<file path="src/rtl/div_32_iter_if.sv">
// Request/response bundle for the iterative divider.
// The master issues operands and accepts results; the slave is the divider.
interface div_32_iter_if #(
   parameter int WORDLEN = 32
);
   logic               in_valid;
   logic               in_ready;
   logic [WORDLEN:0]   dividend;
   logic [WORDLEN:0]   divisor;
   logic               out_valid;
   logic               out_ready;
   logic [WORDLEN-1:0] quotient;
   logic [WORDLEN-1:0] remainder;

   modport master (
      output in_valid, dividend, divisor, out_ready,
      input  in_ready, out_valid, quotient, remainder
   );

   modport slave (
      input  in_valid, dividend, divisor, out_ready,
      output in_ready, out_valid, quotient, remainder
   );
endinterface

</file>
<file path="src/rtl/div_32_iter.sv">
// Iterative radix-2 restoring divider working on sign-flagged operands.
// The sign bit selects magnitude extraction and the final sign fix-up;
// the divider core itself is unsigned.
//
// state | meaning
// ------+-----------------------------------------------------------
// IDLE  | waiting for a request, in_ready high
// CALC  | one restoring step per cycle, WORDLEN cycles, MSB first
// FIX   | apply signs to quotient/remainder, register the results
// DONE  | result presented on out_valid until out_ready
module div_32_iter #(
   parameter int WORDLEN = 32
) (
   input logic          clk,
   input logic          rst_n,
   div_32_iter_if.slave bus
);

   localparam int CNT_W = $clog2(WORDLEN + 1);
   localparam logic [CNT_W-1:0] CNT_LAST = CNT_W'(WORDLEN - 1);

   typedef enum logic [1:0] {
      IDLE = 2'd0,
      CALC = 2'd1,
      FIX  = 2'd2,
      DONE = 2'd3
   } state_t;

   state_t state_q, state_d;

   logic [CNT_W-1:0]   cnt_q;
   logic [WORDLEN-1:0] quo_q;
   logic [WORDLEN-1:0] rem_q;
   logic [WORDLEN-1:0] dvs_q;
   logic               neg_quo_q;
   logic               neg_rem_q;
   logic [WORDLEN-1:0] quotient_q;
   logic [WORDLEN-1:0] remainder_q;

   logic [WORDLEN-1:0] dvd_mag;
   logic [WORDLEN-1:0] dvs_mag;
   logic               accept;
   logic               dvs_zero;
   logic [WORDLEN:0]   trial;
   logic               trial_ge;
   logic [WORDLEN:0]   trial_diff;

   assign bus.in_ready  = (state_q == IDLE);
   assign bus.out_valid = (state_q == DONE);
   assign bus.quotient  = quotient_q;
   assign bus.remainder = remainder_q;

   // Operand magnitudes and the single restoring step of the current cycle.
   always_comb begin
      dvd_mag    = bus.dividend[WORDLEN] ? (~bus.dividend[WORDLEN-1:0] + 1'b1)
                                         : bus.dividend[WORDLEN-1:0];
      dvs_mag    = bus.divisor[WORDLEN]  ? (~bus.divisor[WORDLEN-1:0] + 1'b1)
                                         : bus.divisor[WORDLEN-1:0];
      accept     = bus.in_valid && (state_q == IDLE);
      dvs_zero   = (dvs_mag == '0);
      trial      = {rem_q, quo_q[WORDLEN-1]};
      trial_ge   = (trial >= {1'b0, dvs_q});
      trial_diff = trial - {1'b0, dvs_q};
   end

   // State register.
   always_ff @(posedge clk) begin
      if (!rst_n) state_q <= IDLE;
      else        state_q <= state_d;
   end

   // Next-state decode.
   always_comb begin
      state_d = state_q;
      case (state_q)
         IDLE: if (accept) state_d = dvs_zero ? DONE : CALC;
         CALC: if (cnt_q == '0) state_d = FIX;
         FIX:  state_d = DONE;
         DONE: if (bus.out_ready) state_d = IDLE;
         default: state_d = IDLE;
      endcase
   end

   // Operand capture, iteration datapath, step down-counter and result registers.
   always_ff @(posedge clk) begin
      if (!rst_n) begin
         cnt_q       <= '0;
         quo_q       <= '0;
         rem_q       <= '0;
         dvs_q       <= '0;
         neg_quo_q   <= 1'b0;
         neg_rem_q   <= 1'b0;
         quotient_q  <= '0;
         remainder_q <= '0;
      end else begin
         case (state_q)
            IDLE: begin
               if (accept) begin
                  quo_q     <= dvd_mag;
                  rem_q     <= '0;
                  dvs_q     <= dvs_mag;
                  neg_quo_q <= bus.dividend[WORDLEN] ^ bus.divisor[WORDLEN];
                  neg_rem_q <= bus.dividend[WORDLEN];
                  cnt_q     <= CNT_LAST;
                  if (dvs_zero) begin
                     // Divide-by-zero bypasses the core; raw dividend bits returned.
                     quotient_q  <= '1;
                     remainder_q <= bus.dividend[WORDLEN-1:0];
                  end
               end
            end
            CALC: begin
               if (trial_ge) begin
                  rem_q <= trial_diff[WORDLEN-1:0];
                  quo_q <= {quo_q[WORDLEN-2:0], 1'b1};
               end else begin
                  rem_q <= trial[WORDLEN-1:0];
                  quo_q <= {quo_q[WORDLEN-2:0], 1'b0};
               end
               if (cnt_q != '0) cnt_q <= cnt_q - 1'b1;
            end
            FIX: begin
               quotient_q  <= neg_quo_q ? (~quo_q + 1'b1) : quo_q;
               remainder_q <= neg_rem_q ? (~rem_q + 1'b1) : rem_q;
            end
            default: ;
         endcase
      end
   end

endmodule

</file>
<file path="src/flat_wrapper.sv">
// flat-port wrapper written by rule: the top's interface ports become plain ports
module div_32_iter_flat 
#(
   parameter int WORDLEN = 32
)
  (clk, rst_n, bus_in_valid, bus_dividend, bus_divisor, bus_out_ready, bus_in_ready, bus_out_valid, bus_quotient, bus_remainder);
  div_32_iter_if #(.WORDLEN(WORDLEN)) bus_i ();
  input logic clk;
  input logic rst_n;
  input wire logic [$bits(bus_i.in_valid)-1:0] bus_in_valid;
  input wire logic [$bits(bus_i.dividend)-1:0] bus_dividend;
  input wire logic [$bits(bus_i.divisor)-1:0] bus_divisor;
  input wire logic [$bits(bus_i.out_ready)-1:0] bus_out_ready;
  output wire logic [$bits(bus_i.in_ready)-1:0] bus_in_ready;
  output wire logic [$bits(bus_i.out_valid)-1:0] bus_out_valid;
  output wire logic [$bits(bus_i.quotient)-1:0] bus_quotient;
  output wire logic [$bits(bus_i.remainder)-1:0] bus_remainder;
  assign bus_i.in_valid = bus_in_valid;
  assign bus_i.dividend = bus_dividend;
  assign bus_i.divisor = bus_divisor;
  assign bus_i.out_ready = bus_out_ready;
  assign bus_in_ready = bus_i.in_ready;
  assign bus_out_valid = bus_i.out_valid;
  assign bus_quotient = bus_i.quotient;
  assign bus_remainder = bus_i.remainder;
  div_32_iter #(.WORDLEN(WORDLEN)) u_core (.clk(clk), .rst_n(rst_n), .bus(bus_i));
endmodule
</file>
<file path="config.mk">
export PLATFORM = sky130hd
export DESIGN_NAME = div_32_iter_flat
export DESIGN_NICKNAME = d
export VERILOG_FILES = /design/src/rtl/div_32_iter_if.sv /design/src/rtl/div_32_iter.sv /design/src/flat_wrapper.sv
export SDC_FILE = /design/constraint.sdc
export NUM_CORES = 1
export LEC_CHECK = 0
export ABC_AREA = 1
export CORE_ASPECT_RATIO = 1.25
export CORE_MARGIN = 3
export CORE_UTILIZATION = 59
export CTS_CLUSTER_SIZE = 14
export DETAILED_ROUTE_END_ITERATION = 10
export GPL_TIMING_DRIVEN = 0
export PLACE_DENSITY_LB_ADDON = 0.1
export SLEW_MARGIN = 0
export SYNTH_ARGS = -nofsm -noshare
export SYNTH_HDL_FRONTEND = slang
export SYNTH_SLANG_ARGS = --single-unit
</file>
<file path="constraint.sdc">
create_clock -name clk -period 3.25 [get_ports clk]
set_input_delay 0.4875 -clock clk [delete_from_list [all_inputs] [get_ports clk]]
set_output_delay 0.4875 -clock clk [all_outputs]
set_load 0.005 [all_outputs]
</file>
# Word level (Yosys, flattened, before mapping)
# Index checks and enable logic that the tools add are counted.
totals:
  mem_bits_ro: 0
  out_inout_bits: 66
  mem_count: 0
  latchBits: 0
  mem_bits_rw: 0
  regBits: 170
  word_cells: 65
op_classes:
  bitwise: 5
  div: 0
  muxes: 24
  n_shift: 0
  magnitude_cmp: 1
  mul: 0
  reduce_logical: 12
  addsub: 6
  eq_ne: 8
op_table:
  columns: ["cell", "count"]
  rows:
  - ["two-way mux 32 bit", 11]
  - ["one-hot mux 32 bit (2 select lines)", 4]
  - ["adder 32 x 1 -> 32 bit (second input constant)", 4]
  - ["inverter 32 bit", 4]
  - ["greater-or-equal comparator 33 x 32 -> 1 bit", 1]
  - ["zero test 32 bit", 1]
  - ["subtractor 32 bit", 1]
  - ["two-way mux 6 bit", 2]
  - ["one-hot mux 6 bit (2 select lines)", 1]
  - ["AND reduction 3 bit", 3]
  - ["two-way mux 2 bit", 4]
  - ["!= test 2 x 1 -> 1 bit (second input constant)", 4]
  - ["one-hot mux 2 bit (4 select lines)", 1]
  - ["zero test 6 bit", 1]
  - ["nonzero test 6 bit", 1]
  - ["subtractor 6 x 1 -> 6 bit (second input constant)", 1]
  - ["== test 2 bit (second input constant)", 2]
  - ["AND reduction 2 bit", 2]
  - ["nonzero test 2 bit", 2]
  - ["== test 2 x 1 -> 1 bit (second input constant)", 1]
  - ["zero test 2 bit", 1]
  - ["!= test 2 bit (second input constant)", 1]
  - ["logical AND 1 bit", 1]
  - ["two-way mux 1 bit", 1]
  - ["XOR 1 bit", 1]

# Depth between registers and ports, before layout
depth:
  depth_word: 7
  mapped_depth: 18
  depth_no_buf: 16

# Worst setup path after synthesis
# No wires, ideal clock.
synth_timing:
  path_type: "input -> register"
  start: "input port bus_divisor[0]"
  end: "register u_core.remainder_q[11], in the netlist u_core.bus.remainder[11]"
  arrival_time_ps: 2181
  slack_ps: 954
  n_path_buf: 2
  path_stages: 17
  setup_ps: 115
  path_cell_list: "inv_1 > ha_1 > nand3_2 > nand2_2 > nand3_1 > inv_2 > nand2_1 > nand2_1 > nand2_1 > nor2_1 > nand3_1 > nor2_2 > nand3_1 > buf_2 > buf_2 > a21oi_1 > nor2_1"
synth_via:
  elab_chain_cells: 6
synth_lines:
  columns: ["element", "line_no", "source"]
  rows:
  - ["start, declared", "flat_wrapper.sv:12", "input wire logic [$bits(bus_i.divisor)-1:0] bus_divisor;"]
  - ["inverter 32 bit", "div_32_iter.sv:57", "dvs_mag = bus.divisor[WORDLEN] ? (~bus.divisor[WORDLEN-1:0] + 1'b1)"]
  - ["adder 32 x 1 -> 32 bit", "div_32_iter.sv:57", null]
  - ["two-way mux 32 bit (*)", "div_32_iter.sv:57", null]
  - ["zero test 32 bit (*)", "div_32_iter.sv:60", "dvs_zero = (dvs_mag == '0);"]
  - ["!= test 2 x 1 -> 1 bit (no source line) (*)", null, null]
  - ["AND reduction 3 bit (no source line) (*)", null, null]
  - ["end signal, assigned", "div_32_iter.sv:108", "remainder_q <= bus.dividend[WORDLEN-1:0];"]
  - ["end signal, assigned", "div_32_iter.sv:124", "remainder_q <= neg_rem_q ? (~rem_q + 1'b1) : rem_q;"]
  - ["end, declared", "div_32_iter.sv:38", "logic [WORDLEN-1:0] remainder_q;"]
# Mark *: on every way between the ends. The rest lies on a longest branch, timed or not.
# A chain may end at the register's enable or synchronous reset.

# Worst setup path in the final report
layout_timing:
  start: "input port bus_divisor[6]"
  end: "register u_core.remainder_q[20], in the netlist u_core.bus.remainder[20]"
# The elaborated chain is that of the path after synthesis.

==> metrics.log <==
INFO  metric status = completed
INFO  metric drv_cap = 0
INFO  metric finalHoldViolCount = 0
INFO  metric ant_nets = 0
INFO  metric postSynthNetCount = 2,367
INFO  metric cts_hold_buf = 0
INFO  metric power.share.sequential = 27.1%
INFO  metric ioPinCount = 136
INFO  metric pwr-share-clk = 18.2%
INFO  metric synth.lib_cells_used.distinct = 43
INFO  metric layout.filler_cells = 1,925
INFO  metric cts_resized = 0
INFO  metric clk-insertion-delay-late = 0.45 ns
INFO  metric layout_cells_sized_above_1 = ~3.5%
INFO  metric synth-edff-count = 0
INFO  metric placed_cell_area = 15,000 µm²
INFO  metric largest_cells_by_area_after_synthesis = sky130_fd_sc_hd__dfxtp_1, sky130_fd_sc_hd__nand2_1, sky130_fd_sc_hd__nand3_1
INFO  metric post-route-drc-count = 0
INFO  metric floorplan.core_area = 21,800 µm²
INFO  metric synth.yosys.seq_area_share = 25.6%
INFO  metric clock-skew-final = 0.0127 ns
INFO  metric path_class = primary input to flip-flop
INFO  metric io_buffers = around 130
INFO  metric n_antenna_cell = 0
INFO  metric worst_ep_arrival_time = 3.50 ns
INFO  metric cp.required = 3.60 ns
INFO  metric vdd_drop_max = 0.000531 V
INFO  metric cts_made_buffers = 17
INFO  metric worst_slack = 0.0974 ns
INFO  metric vias_per_cell = about 6.0
INFO  metric grt_antenna_before_repair = 1
INFO  metric cts.root.buffer_cell = sky130_fd_sc_hd__clkbuf_16
INFO  metric worst-path-max-fanout = 10
INFO  metric synthesis.area_per_instance = 5.90 µm²
INFO  metric layout.cells.non_filler = approximately 2,700
INFO  metric routed_wirelength = 49,300 µm
INFO  metric final_core_utilization = 71.3%
INFO  metric cts.sink_count = 170
INFO  metric max-slew-margin-rel = 40.4%
INFO  metric power_density = 714 nW/µm²
INFO  metric gr-total-overflow = 0
INFO  metric minimum_clock_period_after_layout = 3.15 ns
INFO  metric drt_first_iter_violations = 1,890
INFO  metric grt_max_degree = 18
INFO  metric timing.reg2reg.worst_path_depth = 8
INFO  metric worst_slew_pin_slew = 0.894 ns
INFO  metric die_h = approximately 170 µm
INFO  metric timing.hold.worst_path_depth = 2
INFO  metric cts-root-to-sink-buffers = 2
INFO  metric max_slew_violation_count = 0
INFO  metric final_total_negative_setup_slack = 0 ns
INFO  metric row_count = 60
INFO  metric drt_pass1_iterations = 7
INFO  metric tritoncts = done
INFO  metric stdcell_area = 15,600 µm²
INFO  metric worst_setup_path_start_kind = primary input
INFO  metric clk_transition_reported_paths = ~0.070 ns
INFO  metric grt_pass1_vias = 15,100
INFO  metric synth_top_area_share = between 20 and 30%
INFO  metric h-tree-depth = 4
INFO  metric global_route_usage_sum = 38.6%
INFO  metric die_area = 24,400 µm²
INFO  metric place.detailed.instances = 2,666
INFO  metric power.switching_fraction = between 40% and 50%
INFO  metric synth_async_reset_ratio = 0%
INFO  metric setup_violations = 0
INFO  metric hpwl_detailed = 38,400 µm
INFO  metric yosysWarnings = 0
INFO  metric syn_inst = 2,253
INFO  metric place_ws = -0.250 ns
INFO  metric yosysTopAreaCell = sky130_fd_sc_hd__dfxtp_1
INFO  metric grt_pass1_wl = 76,200 µm
INFO  metric area.growth.synth_to_final = 17.1%
INFO  metric ys_ff_latch = 170
INFO  metric post-route-period-util = a little over nine tenths
INFO  metric vias = 16,200
INFO  metric synth_most_common_cell = sky130_fd_sc_hd__nand2_1
INFO  metric initial_utilization = 60.9%
INFO  metric netlist_top_cells_count = sky130_fd_sc_hd__nand2_1, sky130_fd_sc_hd__inv_1, sky130_fd_sc_hd__nand3_1, sky130_fd_sc_hd__a21oi_1, sky130_fd_sc_hd__nor2_1
INFO  metric hold_path_class = flip-flop to flip-flop
INFO  metric synthFlopType = sky130_fd_sc_hd__dfxtp_1
INFO  metric die_w = between 100 and 150 µm
INFO  metric place_congestion = 1.05
INFO  metric worstSetupEndpointType = flip-flop
INFO  metric post_cts_setup_driven_buffer_insertion_count = 0
INFO  metric combinationalPowerShare = between 50% and 60%
INFO  metric syn_area = between 10,000 and 15,000 µm²
INFO  metric max_clock_freq = 317 MHz
INFO  metric finalNetCount = 2,519
INFO  metric internal_power = 5620 µW
INFO  metric total_switching_power = 5500 µW
INFO  metric routedWlPerCell = 18.3 µm
INFO  metric reported_leakage_power = between 0.007 and 0.008 µW
[routing by layer]
layer	vias to the layer above	track usage, %	part of all wire, %
met5	-	0	0.024
met1	7207	44.5	36
met2	1061	63.5	46
met3	257	6.37	9.5
met4	2	29.2	8.8
li1	7693	-	-
[final timing paths]
kind | start | endpoint | slack [ns]
worst max-delay path | bus_divisor[6] | u_core.bus.remainder[20] | 0.1
worst min-delay path | u_core.quo_q[0] | u_core.quo_q[0] | 0.47
worst max register to register | u_core.state_q[1] | u_core.rem_q[31] | 0.18
worst min register to register | u_core.quo_q[0] | u_core.quo_q[0] | 0.47
[kinds of logic after synthesis]
kind of cell / share of synthesized area (%)
compound gates: 19.1
xor+xnor: 3.75
fa+ha+maj: 4.20
buf+inv: 12.4
flops: 25.6
simple gates: 34.9
[critical path, cell delays in order]
cell                              delay (ns)
sky130_fd_sc_hd__clkdlybuf4s50_1        0.49
sky130_fd_sc_hd__nor2_1                 0.18
sky130_fd_sc_hd__nand2_1                0.12
sky130_fd_sc_hd__nor2_2                 0.19
sky130_fd_sc_hd__nand2_1                0.09
sky130_fd_sc_hd__nand2_1                0.09
sky130_fd_sc_hd__nand3_1                0.08
sky130_fd_sc_hd__nand2_1                0.15
sky130_fd_sc_hd__nand3_1                0.09
sky130_fd_sc_hd__nor2_1                 0.20
sky130_fd_sc_hd__nand3_1                0.10
sky130_fd_sc_hd__nor2_1                 0.22
sky130_fd_sc_hd__nand3_1                0.20
sky130_fd_sc_hd__clkbuf_4               0.29
sky130_fd_sc_hd__buf_2                  0.21
sky130_fd_sc_hd__a21oi_1                0.21
sky130_fd_sc_hd__nor2_1                 0.08
[layout by cell type (no fill, tap or decap), drive strengths merged, types with 10 or more instances in the layout]
| cell type | count |
|---|---|
| clkdlybuf4s50 | 134 |
| xor2 | 31 |
| nand4 | 18 |
| nor3 | 37 |
| nand3b | 14 |
| xnor2 | 26 |
| a21oi | 235 |
| ha | 43 |
| clkbuf | 92 |
| nor2 | 238 |
| nand2 | 474 |
| o22ai | 10 |
| o211ai | 24 |
| dfxtp | 170 |
| o21ai | 164 |
| inv | 317 |
| or2 | 12 |
| a31oi | 12 |
| nand3 | 280 |
| buf | 35 |
[power by group through the flow]
stage	clock network (µW)	registers, µW	logic, µW
2_1_floorplan	0	2910	3970
3_3_place_gp	0	3000	5670
3_5_place_dp	0	3020	5820
4_1_cts	2000	2980	5890
5_1_grt	2080	3050	6680
6_report	2020	3010	6080
[metrics by stage]
step | power [µW] | hold slack (ns)
global route | 11800 | 0.489
global placement | 8670 | 0.450
floorplan | 6880 | 0.431
finish | 11100 | 0.472
detailed placement | 8830 | 0.460
CTS | 10900 | 0.470
[state kept, by name, summed over array words and instances (netlist names)]
| signal | count |
|---|---|
| u_core.state_q | 2 |
| u_core.bus.remainder | 32 |
| u_core.cnt_q | 6 |
| u_core.neg_rem_q | 1 |
| u_core.neg_quo_q | 1 |
| u_core.quo_q | 32 |
| u_core.dvs_q | 32 |
| u_core.rem_q | 32 |
| u_core.bus.quotient | 32 |
[area by class of cell]
class	count	area, µm²	area share [%]
timing repair buffer	134	1340	8.61
clock inverter	14	130	0.836
sequential	170	3400	21.9
clock buffer	18	429	2.76
tap	279	349	2.24
multi-input combinational	1659	8260	53.1
buffer	109	475	3.05
inverter	314	1180	7.57
Note: power is estimated with default switching activity, not from simulation.
